<file path="config.mk">
export PLATFORM = sky130hd
export DESIGN_NAME = selecting_ctrl
export DESIGN_NICKNAME = d
export VERILOG_FILES = /design/src/rtl/selecting_ctrl.sv
export SDC_FILE = /design/constraint.sdc
export NUM_CORES = 1
export LEC_CHECK = 0
export CORE_UTILIZATION = 35
export CTS_BUF_LIST = sky130_fd_sc_hd__clkbuf_16
export DETAILED_ROUTE_END_ITERATION = 8
export GPL_ROUTABILITY_DRIVEN = 0
export PLACE_DENSITY = 0.57
export SLEW_MARGIN = 0
export SYNTH_ARGS = -nofsm -noshare
export SYNTH_HDL_FRONTEND = slang
export SYNTH_SLANG_ARGS = --single-unit
</file>
<file path="constraint.sdc">
create_clock -name clk -period 4.6 [get_ports clk]
set_input_delay 1.15 -clock clk [delete_from_list [all_inputs] [get_ports clk]]
set_output_delay 1.15 -clock clk [all_outputs]
set_load 0.05 [all_outputs]
</file>
<file path="src/rtl/selecting_ctrl.sv">
// Selection controller: debounces three buttons, steps through NUM_ITEMS candidates,
// blinks the display while confirming and locks the chosen index until reset.
//
// state      | meaning
// -----------+---------------------------------------------------------------
// ST_WAIT    | display dark, waiting for the power-on display test to finish
// ST_BROWSE  | display lit, next steps sel_idx, ok enters confirm
// ST_CONFIRM | display blinks, ok locks the selection, back returns to browse
// ST_LOCKED  | display lit, confirm_idx held, only reset leaves
module selecting_ctrl #(
    parameter int DEBOUNCE_CYCLES = 1000000,
    parameter int BLINK_HALF      = 12500000,
    parameter int NUM_ITEMS       = 6
) (
    input  logic       clk,
    input  logic       rst,
    input  logic       startup_done,
    input  logic       key_next,
    input  logic       key_ok,
    input  logic       key_back,
    output logic [2:0] sel_idx,
    output logic       disp_on,
    output logic [1:0] state,
    output logic       confirm_valid,
    output logic [2:0] confirm_idx
);

    localparam int DB_W = (DEBOUNCE_CYCLES > 1) ? $clog2(DEBOUNCE_CYCLES) : 1;
    localparam int BL_W = (BLINK_HALF > 1) ? $clog2(BLINK_HALF) : 1;
    localparam logic [DB_W-1:0] DB_MAX    = DB_W'(DEBOUNCE_CYCLES - 1);
    localparam logic [BL_W-1:0] BL_MAX    = BL_W'(BLINK_HALF - 1);
    localparam logic [2:0]      LAST_ITEM = 3'(NUM_ITEMS - 1);

    typedef enum logic [1:0] {
        ST_WAIT    = 2'd0,
        ST_BROWSE  = 2'd1,
        ST_CONFIRM = 2'd2,
        ST_LOCKED  = 2'd3
    } state_t;

    // Key lanes: bit 0 = next, bit 1 = ok, bit 2 = back.
    logic [2:0]      raw_keys;
    logic [2:0]      sync1_q;
    logic [2:0]      sync2_q;
    logic [2:0]      deb_q;
    logic [2:0]      press_q;
    logic [DB_W-1:0] db_cnt_q [3];

    assign raw_keys = {key_back, key_ok, key_next};

    always_ff @(posedge clk) begin
        if (rst) begin
            sync1_q <= '0;
            sync2_q <= '0;
            deb_q   <= '0;
            press_q <= '0;
            for (int k = 0; k < 3; k++) begin
                db_cnt_q[k] <= '0;
            end
        end else begin
            sync1_q <= raw_keys;
            sync2_q <= sync1_q;
            for (int k = 0; k < 3; k++) begin
                press_q[k] <= 1'b0;
                if (sync2_q[k] == deb_q[k]) begin
                    db_cnt_q[k] <= '0;
                end else if (db_cnt_q[k] == DB_MAX) begin
                    // Only a debounced rising level counts as a press.
                    db_cnt_q[k] <= '0;
                    deb_q[k]    <= sync2_q[k];
                    press_q[k]  <= sync2_q[k];
                end else begin
                    db_cnt_q[k] <= db_cnt_q[k] + DB_W'(1);
                end
            end
        end
    end

    logic ev_ok;
    logic ev_back;
    logic ev_next;

    assign ev_ok   = press_q[1];
    assign ev_back = press_q[2] & ~press_q[1];
    assign ev_next = press_q[0] & ~press_q[1] & ~press_q[2];

    state_t          state_q;
    state_t          state_n;
    logic [2:0]      sel_q;
    logic [2:0]      sel_n;
    logic [2:0]      cidx_q;
    logic [2:0]      cidx_n;
    logic            disp_q;
    logic            disp_n;
    logic            cv_q;
    logic            cv_n;
    logic [BL_W-1:0] blink_q;
    logic [BL_W-1:0] blink_n;

    always_ff @(posedge clk) begin
        if (rst) begin
            state_q <= ST_WAIT;
            sel_q   <= '0;
            cidx_q  <= '0;
            disp_q  <= 1'b0;
            cv_q    <= 1'b0;
            blink_q <= '0;
        end else begin
            state_q <= state_n;
            sel_q   <= sel_n;
            cidx_q  <= cidx_n;
            disp_q  <= disp_n;
            cv_q    <= cv_n;
            blink_q <= blink_n;
        end
    end

    always_comb begin
        state_n = state_q;
        sel_n   = sel_q;
        cidx_n  = cidx_q;
        disp_n  = disp_q;
        cv_n    = 1'b0;
        blink_n = blink_q;
        case (state_q)
            ST_WAIT: begin
                disp_n = 1'b0;
                if (startup_done) begin
                    state_n = ST_BROWSE;
                    disp_n  = 1'b1;
                end
            end
            ST_BROWSE: begin
                disp_n = 1'b1;
                if (ev_ok) begin
                    state_n = ST_CONFIRM;
                    blink_n = '0;
                end else if (ev_next) begin
                    sel_n = (sel_q == LAST_ITEM) ? 3'd0 : sel_q + 3'd1;
                end
            end
            ST_CONFIRM: begin
                if (ev_ok) begin
                    state_n = ST_LOCKED;
                    cv_n    = 1'b1;
                    cidx_n  = sel_q;
                    disp_n  = 1'b1;
                end else if (ev_back) begin
                    state_n = ST_BROWSE;
                    disp_n  = 1'b1;
                end else if (blink_q == BL_MAX) begin
                    blink_n = '0;
                    disp_n  = ~disp_q;
                end else begin
                    blink_n = blink_q + BL_W'(1);
                end
            end
            ST_LOCKED: begin
                disp_n = 1'b1;
                sel_n  = cidx_q;
            end
            default: begin
                state_n = ST_WAIT;
            end
        endcase
    end

    assign sel_idx       = sel_q;
    assign disp_on       = disp_q;
    assign state         = state_q;
    assign confirm_valid = cv_q;
    assign confirm_idx   = cidx_q;

endmodule

</file>
; Word-level counts from Yosys, hierarchy flattened
; Memories as Yosys holds them, arrays and structs flattened.
; Cells that the tools add are included.
; W data, S select, Z words.
[word_totals]
register_bits = 46
ramBits = 60
output_inout_bits = 10
mem_count = 1
[mem_list]
columns = memory, depth, word_bits, rd, rd_clocked_by_memory_dff, write_ports, line
row1 = db_cnt_q, 3, 20, 3, 0, 3, 47  ; logic [DB_W-1:0] db_cnt_q [3];
[op_classes]
addsub = 5
n_eq_ne = 19
muxes = 64
n_bitwise = 22
n_reduce_logical = 16
[op_table]
columns = cell, count
row1 = $mux W20, 9
row2 = $mux W24, 4
row3 = $add A20 B1 Y20 const B, 3
row4 = $eq A20 B20 Y1 const B, 3
row5 = $pmux W24 S2, 1
row6 = $mux W1, 40
row7 = $add A24 B1 Y24 const B, 1
row8 = $eq A24 B24 Y1 const B, 1
row9 = $ne A2 B2 Y1 const B, 6
row10 = $not A1 Y1, 10
row11 = $mux W3, 3
row12 = $or A1 B1 Y1, 9
row13 = $reduce_or A3 Y1, 3
row14 = $mux W2, 4
row15 = $reduce_and A2 Y1, 4
row16 = $reduce_and A4 Y1, 2
row17 = $pmux W2 S3, 1
row18 = $pmux W3 S2, 1
row19 = $eq A2 B2 Y1 const B, 2
row20 = $ne A4 B4 Y1 const B, 1
row21 = $reduce_bool A2 Y1, 2
row22 = $reduce_or A2 Y1, 2
row23 = $add A3 B1 Y3 const B, 1
row24 = $and A1 B1 Y1, 3
row25 = 8 further kinds, 10

; Logic depth before layout (Yosys ltp)
; Gate-level depths: netlist of run 1.
[logic_depth]
depth_word = 7
ltp_mapped = 8
depth_no_buf = 7

; Worst setup path after synthesis of run 1
; No wires, ideal clock.
[synth_timing]
path_type = reg2reg
from = register state_q[1], in the netlist state[1]
to = register blink_q[11]
setup_ps = 122
arrival_time_ps = 2583
t_required_ps = 4478
setup_slack_ps = 1895
path_stages_with_launch = 8
path_buffers = 1
synth_period_minus_slack_ps = 2705
cell_sequence = dfxtp_1 -> inv_1 -> ha_1 -> or4b_4 -> o21a_1 -> and2_1 -> clkbuf_1 -> a221o_1
[synth_via]
elab_chain_cells = 3
[synth_lines]
columns = item, line
row1 = "start, declared", 87  ; state_t state_q;
row2 = "start signal, assigned", 109  ; state_q <= state_n;
row3 = $eq A2 B2 Y1 / $eq A2 B1 Y1 (equally long branches), 125  ; case (state_q)
row4 = $ne A2 B2 Y1 (no line) / $reduce_bool A2 Y1 (equally long branches), -
row5 = $reduce_and A4 Y1 (no line), -
row6 = "end signal, assigned", 114  ; blink_q <= blink_n;
row7 = "end, declared", 97  ; logic [BL_W-1:0] blink_q;
; Parallel ways exist; a longest one is shown, timed or not.
; A chain may end at the register's enable or synchronous reset.

; Worst setup path in the final report of run 1
[layout_timing]
from = register sel_q[0], in the netlist sel_idx[0]
to = output port sel_idx[0]
[layout_lines]
columns = item, line
row1 = "start, declared", 89  ; logic [2:0] sel_q;
row2 = "start signal, assigned", 110  ; sel_q <= sel_n;
row3 = "end, declared", 21  ; output logic [2:0] sel_idx,
; No word-level cell between the ends.

==> impl_metrics.tcl, run 1 <==
set metrics [dict create \
    power_frac_clock_pct 38.9 \
    die_w_um 127 \
    yosys_warnings 0 \
    holdBufCountCts 0 \
    tns_ns 0 \
    crit_required_ns 3.45 \
    grt_pass1_wl_um 17600 \
    seqPwrFrac_pct 54.5 \
    skew_ns 0.00781 \
    drt_first_pass_iters 4 \
    critPathTopFamily "buffers and inverters" \
    synth-edff-count 60 \
    clk_pin_slew_ns 0.07 \
    rsz0062_at_grt "false" \
    grt_start_max_net_pins 31 \
    status "finished, final reports clean" \
    worstSetupStartpointType "register" \
    setup_viol 0 \
    powerDensity_nw_per_um2 309 \
    multi_input_area_um2 2800 \
    swShare_pct 23.8 \
    grt-ovfl-total 0 \
    final_cell_mix "nor2_1, edfxtp_1, conb_1" \
    diodes 0 \
    slew_headroom_pct 46.4 \
    htree_levels 3 \
    critPathMaxFanout 7 \
    dieArea_um2 16100 \
    fill_cells 1503 \
    clockBufferDepth 2 \
    synth_seq_cells 106 \
    io_pins 16 \
    p_leak_uw 0.00216 \
    cp.arrival_ns 1.67 \
    period_share_pct 61.4 \
    share_comb_of_total_power_pct 6.6 \
    area_growth_pct 15.5 \
    end_kind "primary output" \
    core-area_um2 15200 \
    vias 4112 \
    grtUsageTotal_pct 13.6 \
    ys.flop_type "edfxtp_1" \
    cpMaxStageDelayCell "clkdlybuf4s50_1" \
    syn_area_um2 5450 \
    cts_setup_buffers 0 \
    avgSynthCellArea_um2 9.57 \
    path_cells "clkdlybuf4s50_1" \
    hp-class "reg2reg" \
    drive_gt1_share_pct 4.49 \
    cts_root_buf "clkbuf_16" \
    grt_pass1_vias 3772 \
    vdd_drop_max_mv 0.211 \
    dp_hpwl_um 7410 \
    synth-async-reset-ratio_pct 0 \
    worst_slew_pin_slew_ns 0.801 \
    drc 0 \
    worstSetupPathType "reg2out" \
    postRouteAntennaNets 0 \
    io_buffers 15 \
    slowest_delay_ns 0.89 \
    drt_wl_total_um 10400 \
    postSynthCellCount 569 \
    std_cell_rows 45 \
    hold_viol 0 \
    drt_iter0_drc 248 \
    layout.nets 657 \
    max-cap-violations 0 \
    clock_latency_ns 0.35 \
    fmax_ghz 0.354 \
    p_switching_uw 463 \
    die_h_um 127 \
    cts_tree "done" \
    drv_slew 0 \
    cts_buffers 9 \
    viasPerCell 4.93 \
    final_util_pct 41.4 \
    grt_antenna_before_repair 0 \
    post_cts_resized 0 \
    cts_sinks 106 \
    power.internal_uw 1480 \
    ys_seq_area_share_pct 50.0 \
    path_buf_inv 1 \
    synth_cell_types 53 \
    seqCellArea_um2 2720 \
    wl_per_cell_um 12.4 \
    final_common_cell "nor2_1" \
    post-route-min-period_ns 2.82 \
    initial_core_util_pct 35.8 \
]
[worst reg2reg max path, stage by stage, from the launching register on]
cell	delay (ns)
dfxtp_1	0.36
inv_1	0.12
ha_1	0.42
or4b_4	0.55
a211oi_2	0.21
buf_4	0.30
or3b_2	0.48
nand3_1	0.09
[path summary, 6_finish.rpt]
kind | from | slack [ns] | cells past startpoint | endpoint
worst max-delay path | sel_idx[0] | 1.78 | 1 | sel_idx[0]
worst min-delay path | sync1_q[1] | 0.44 | 1 | sync2_q[1]
worst max register to register | state[0] | 2.02 | 7 | blink_q[20]
worst min register to register | sync1_q[1] | 0.44 | 1 | sync2_q[1]
[power by group through the flow]
stage	clock network [µW]	logic [µW]	registers, µW
after floorplan	0	82.2	1090
final	757	128	1060
after global routing	813	145	1070
after CTS	780	128	1060
after detailed placement	0	128	1080
after global placement	0	125	1080
[synth_stat cells, drive strengths merged, types with 2 or more instances]
master	count	share of area (%)
and4	5	0.80
or4b	2	0.44
edfxtp	60	33
a221o	3	0.55
nor3	15	1.4
nand4	18	2.1
a21o	2	0.28
o211ai	2	0.28
mux2i	5	0.92
a21boi	2	0.28
nor4	9	1.3
nand3	39	3.6
clkbuf	8	0.55
ha	10	2.3
dfxtp	46	17
and3	20	2.3
or2	3	0.34
or3	5	0.57
inv	15	1.0
xnor2	32	5.1
buf	9	1.0
a21oi	16	1.5
nor2	96	6.6
a211oi	4	0.64
o21ai	16	1.5
o21a	2	0.28
a31oi	10	1.1
nand3b	2	0.28
nor2b	7	0.80
or3b	2	0.32
nor4b	4	0.64
nand2b	8	0.92
nand2	49	3.4
xor2	28	4.5
a22oi	2	0.28
[stage by stage]
step / instance area (µm²) / worst slack, ns / hold slack (ns) / instances / total power, µW
floorplan: 5670 / 1.89 / 0.414 / 628 / 1170
global placement: 6000 / 1.72 / 0.418 / 818 / 1210
detailed placement: 6000 / 1.68 / 0.429 / 818 / 1210
CTS: 6290 / 1.75 / 0.446 / 834 / 1970
global route: 6290 / 1.69 / 0.464 / 834 / 2020
finish: 6290 / 1.78 / 0.439 / 834 / 1940
[metal layers]
metal  up-vias  track usage, %  share of wire, %
li1       2113               -                 -
met1      1942            17.9                50
met2        50            21.8                45
met3         7            3.92               3.5
met4         0            3.99               1.1
met5         -               0                 0
[sequential cells by signal, summed over array words and instances, names as in the netlist]
register,count
sel_idx,3
disp_on,1
sync1_q,3
confirm_valid,1
confirm_idx,3
press_q,3
state,2
deb_q,3
db_cnt_q,60
sync2_q,3
blink_q,24
[area by class of cell]
class	count	area share, %
Timing Repair Buffer	19	2.87
Tap cell	188	3.74
Multi-Input combinational cell	490	44.5
Inverter	15	0.895
Sequential cell	106	43.3
Clock buffer	10	3.98
Clock inverter	6	0.676
[cell families after synthesis]
| group | after synthesis | share of synthesized area (%) |
|---|---|---|
| fa+ha+maj | 10 | 2.30 |
| flops | 106 | 50.0 |
| other cells | 1 | 0.0689 |
| buf+inv | 32 | 2.62 |
| mux | 5 | 0.919 |
| simple gates | 288 | 26.4 |
| xor+xnor | 60 | 9.65 |
| compound gates | 67 | 8.00 |
Note: power is estimated with default switching activity, not from simulation.
==> inputs of run 2 (changes only) <==
Clock period 4.6 ns to 2.9 ns, I/O delays scaled along.
==> run 2 against run 1 <==
Compared with the run above:
- sequential power up 58%
- total power up 59%
- sequential share of layout area down 0.18 points
- clock skew up 0.00067 ns
- register-to-register slack worse by 1.6 ns
- final area up 0.42%
- critical path type is now reg2reg
- highest routed layer unchanged
==> impl_metrics.tcl, run 2 (same netlist as run 1, synthesis figures left out) <==
set metrics [dict create \
    status "finished, final reports clean" \
    dp_hpwl_um 7440 \
    gr-max-usage-layer "met2" \
    area_growth_pct 16.0 \
    post_cts_resized 0 \
    rsz0062_at_grt "false" \
    use_met2_pct 23.2 \
    diodes 0 \
    grt_start_max_net_pins 21 \
    cp.arrival_ns 2.72 \
    fmax_ghz 0.403 \
    drive_gt1_share_pct 4.92 \
    finalInstanceArea_um2 6310 \
    cpMaxStageDelayCell "or4b_4" \
    die_h_um 127 \
    post-route-min-period_ns 2.48 \
    holdBufCountCts 0 \
    final_cell_mix "nor2_1, edfxtp_1, conb_1" \
    tns_ns 0 \
    grt-ovfl-total 0 \
    drt_first_pass_iters 4 \
    initial_core_util_pct 35.8 \
    cts_root_buf "clkbuf_16" \
    cts_setup_buffers 0 \
    dpl-instance-area_um2 6030 \
    drv_slew 0 \
    largest_reg_flops 60 \
    io_buffers 15 \
    end_kind "register" \
    die_w_um 127 \
    cts_tree "done" \
    regMostFlops "db_cnt_q" \
    grtUsageTotal_pct 14.2 \
    period_share_pct 85.5 \
    postRouteAntennaNets 0 \
    clock_latency_ns 0.35 \
    hold_viol 0 \
    vdd_drop_max_mv 0.303 \
    p_leak_uw 0.00218 \
    drt_iter0_drc 164 \
    worstReg2RegStart "state[1]" \
    powerDensity_nw_per_um2 490 \
    vias 4100 \
    critPathLaunch "state[1]" \
    worst_slew_pin_slew_ns 0.740 \
    clk_pin_slew_ns 0.07 \
    setup_viol 0 \
    std_cell_rows 45 \
    max-cap-violations 0 \
    worstSetupStartpointType "register" \
    gr-usage-met3_pct 4.85 \
    hp-class "reg2reg" \
    clockBufferDepth 2 \
    viasPerCell 4.89 \
    grt_pass1_wl_um 18400 \
    htree_levels 3 \
    grt_antenna_before_repair 0 \
    dieArea_um2 16100 \
    slew_headroom_pct 50.2 \
    critPathMaxFanout 12 \
    crit_required_ns 3.14 \
    drt_wl_total_um 10400 \
    slowest_delay_ns 0.59 \
    grt_util_met1_pct 17.9 \
    grt_pass1_vias 3948 \
    io_pins 16 \
    layout.nets 661 \
    skew_ns 0.00848 \
    min-delay-start "sync1_q[0]" \
    wl_per_cell_um 12.4 \
    largestRegisters "db_cnt_q x60, blink_q x24" \
    cts_sinks 106 \
    worstSetupPathType "reg2reg" \
    cts_buffers 9 \
    path_cells "inv_1 > ha_1 > or4b_4 > o21a_1 > and2_1 > a221o_1" \
    drc 0 \
    final_common_cell "nor2_1" \
    core-area_um2 15200 \
]
run 2: cell types whose count changed in the layout (fill, tap and decap cells not counted):
cell,change
bufinv_16,+1
clkinv_2,+1
clkbuf_16,-1
clkinv_4,-3
inv_6,+1
buf_4,+4
inv_1,+1
run 2: worst paths after layout:
path	to	slack, ns	cells after the start
worst min-delay path	sync2_q[0]	0.44	1
worst max register to register	blink_q[8]	0.42	6
worst max-delay path	blink_q[8]	0.42	6
worst min register to register	sync2_q[0]	0.44	1
run 2: critical path: cells and delay by family, from the launching register on:
kind            cells  cell delay, ns
buf+inv             1            0.12
simple gates        2            0.94
compound gates      2            0.60
flops               1            0.41
fa+ha+maj           1            0.29
run 2: power breakdown:
group          switching (µW)  internal [µW]
sequential               48.3           1630
combinational             122           81.9
clock                     541            665
total                     711           2380
run 2: per-layer routing:
metal	vias up	part of all wire (%)	wire length, µm
li1	2130	-	-
met1	1920	48	4990
met2	44	46	4770
met3	6	5.0	524
met4	0	0.86	89
met5	-	0	0
run 2: area by class of cell:
cell class | instances | area, µm²
clock buffers | 9 | 225
repair buffers | 23 | 210
inverters | 15 | 56.3
multi-input cells | 490 | 2800
well taps | 188 | 235
clock inverters | 7 | 63.8
fillers | 1523 | 8890
flip-flops and latches | 106 | 2720
run 2: stage by stage:
stage	setup WS (ns)	util, %	instances	hold WS (ns)	power, µW
after floorplan	0.195	-	628	0.414	1860
after global placement	0.403	39.6	822	0.423	1910
after detailed placement	0.370	39.6	822	0.426	1920
after CTS	0.387	41.5	838	0.447	3130
after global routing	0.227	41.5	838	0.466	3220
final	0.420	41.5	838	0.440	3090
==> inputs of run 3 (changes only) <==
Settings changed: CORE_UTILIZATION 35 to 60, PLACE_DENSITY 0.57 to 0.85.
==> run 3 against run 2 <==
Compared with the run above:
- core utilization grew 29 points
- worst hold slack better by 0.0086 ns
- critical path type unchanged
- routed wire length shrank 3.2%
==> impl_metrics.tcl, run 3 (same netlist as run 1, synthesis figures left out) <==
set metrics [dict create \
    cts_root_buf "clkbuf_16" \
    dpl-instance-area_um2 5900 \
    whs_endpoint "sync2_q[0]" \
    dp_hpwl_um 7190 \
    viasPerCell 5.55 \
    grt_pass1_wl_um 17300 \
    drt_iter0_drc 184 \
    cp.arrival_ns 2.57 \
    grtUsageTotal_pct 22.3 \
    drt_wl_total_um 10100 \
    period_share_pct 86.6 \
    rsz0062_at_grt "false" \
    gr-max-usage-layer "met2" \
    htree_levels 3 \
    vdd_drop_max_mv 0.376 \
    whs_ns 0.449 \
    skew_ns 0.00639 \
    holdBufCountCts 0 \
    io_pins 16 \
    crit_required_ns 2.96 \
    final_util_pct 70.8 \
    end_kind "register" \
    clk_pin_slew_ns 0.07 \
    post-route-min-period_ns 2.51 \
    seqCellArea_um2 2720 \
    tns_ns 0 \
    regMostFlops "db_cnt_q" \
    drv_slew 0 \
    layout.nets 658 \
    fill_cells 667 \
    core-area_um2 8760 \
    dieArea_um2 9460 \
    area_growth_pct 14.0 \
    dp.cells 739 \
    powerDensity_nw_per_um2 502 \
    grt_pass1_vias 3927 \
    setup_viol 0 \
    postRouteAntennaNets 0 \
    cts_tree "done" \
    std_cell_rows 34 \
    max-cap-violations 0 \
    largest_reg_flops 60 \
    status "finished, final reports clean" \
    grt-ovfl-total 0 \
    hold_depth 1 \
    grt_antenna_before_repair 0 \
    regToRegEndpoint "db_cnt_q[1][16]" \
    diodes 0 \
    critPathMaxFanout 20 \
    post_cts_resized 0 \
    drt_first_pass_iters 5 \
    finalNonFillerCells 755 \
    largestRegisters "db_cnt_q x60, blink_q x24" \
    cts_buffers 9 \
    clock_latency_ns 0.34 \
    use_met2_pct 39.8 \
    cts_sinks 106 \
    grt_util_met1_pct 27.2 \
    cts_setup_buffers 0 \
    multi_input_area_um2 2800 \
    clockBufferDepth 2 \
    r2r_setup_slack_ns 0.39 \
    p_leak_uw 0.00216 \
    min-delay-start "sync1_q[0]" \
    slew_headroom_pct 46.2 \
    worst_slew_pin_slew_ns 0.800 \
    gr-usage-met3_pct 4.89 \
    fmax_ghz 0.398 \
    final_common_cell "nor2_1" \
    reg2reg_depth 5 \
    hold_viol 0 \
    worstReg2RegStart "db_cnt_q[1][11]" \
    worstSetupStartpointType "register" \
    finalInstanceArea_um2 6210 \
    vias 4194 \
    initial_core_util_pct 62.1 \
    drive_gt1_share_pct 4.79 \
    io_buffers 15 \
    hp-class "reg2reg" \
    worstSetupPathType "reg2reg" \
    drc 0 \
    wl_per_cell_um 13.3 \
    die_w_um 97.3 \
    die_h_um 97.3 \
    grt_start_max_net_pins 21 \
    final_cell_mix "nor2_1, edfxtp_1, conb_1" \
]
run 3: cell types whose count changed in the layout (fill, tap and decap cells not counted), sizes merged:
cell / change
clkinv: +2
inv: -3
buf: -3
clkinvlp: +1
run 3: metal layers:
metal,vias to the layer above,routed length [µm]
met5,-,0
met4,0,132
met3,18,350
met2,81,5090
met1,1976,4480
li1,2119,-
run 3: worst max path at each step:
stage	start	to	depth (start not counted)
after floorplan	state[1]	blink_q[11]	7
after global placement	db_cnt_q[1][11]	db_cnt_q[1][19]	5
after detailed placement	rst	db_cnt_q[0][6]	3
after CTS	db_cnt_q[1][11]	db_cnt_q[1][16]	5
after global routing	db_cnt_q[1][11]	db_cnt_q[1][13]	5
final	db_cnt_q[1][11]	db_cnt_q[1][16]	5
run 3: metrics by stage:
stage	power, µW	worst slack [ns]
finish	3110	0.389
global route	3230	0.215
CTS	3140	0.379
detailed placement	1920	0.380
global placement	1910	0.444
floorplan	1860	0.195
run 3: critical path: stages (launching register included):
cell and delay [ns]:
edfxtp_1 0.45, or4b_2 0.68, nor3_1 0.13, and4_1 0.28
or3_1 0.56, nor2_1 0.14
run 3: layout make-up:
type,count,share of cell area (%)
Multi-Input combinational cell,490,45.1
Sequential cell,106,43.9
Clock buffer,9,3.63
Timing Repair Buffer,20,3.02
Tap cell,108,2.18
Clock inverter,7,1.27
Inverter,15,0.907
run 3: where the power goes:
group | switching [µW] | leakage, µW | total (µW) | internal, µW
clock network | 548 | 0.000149 | 1230 | 677
logic | 125 | 0.00102 | 206 | 81.0
registers | 49.3 | 0.000991 | 1680 | 1630
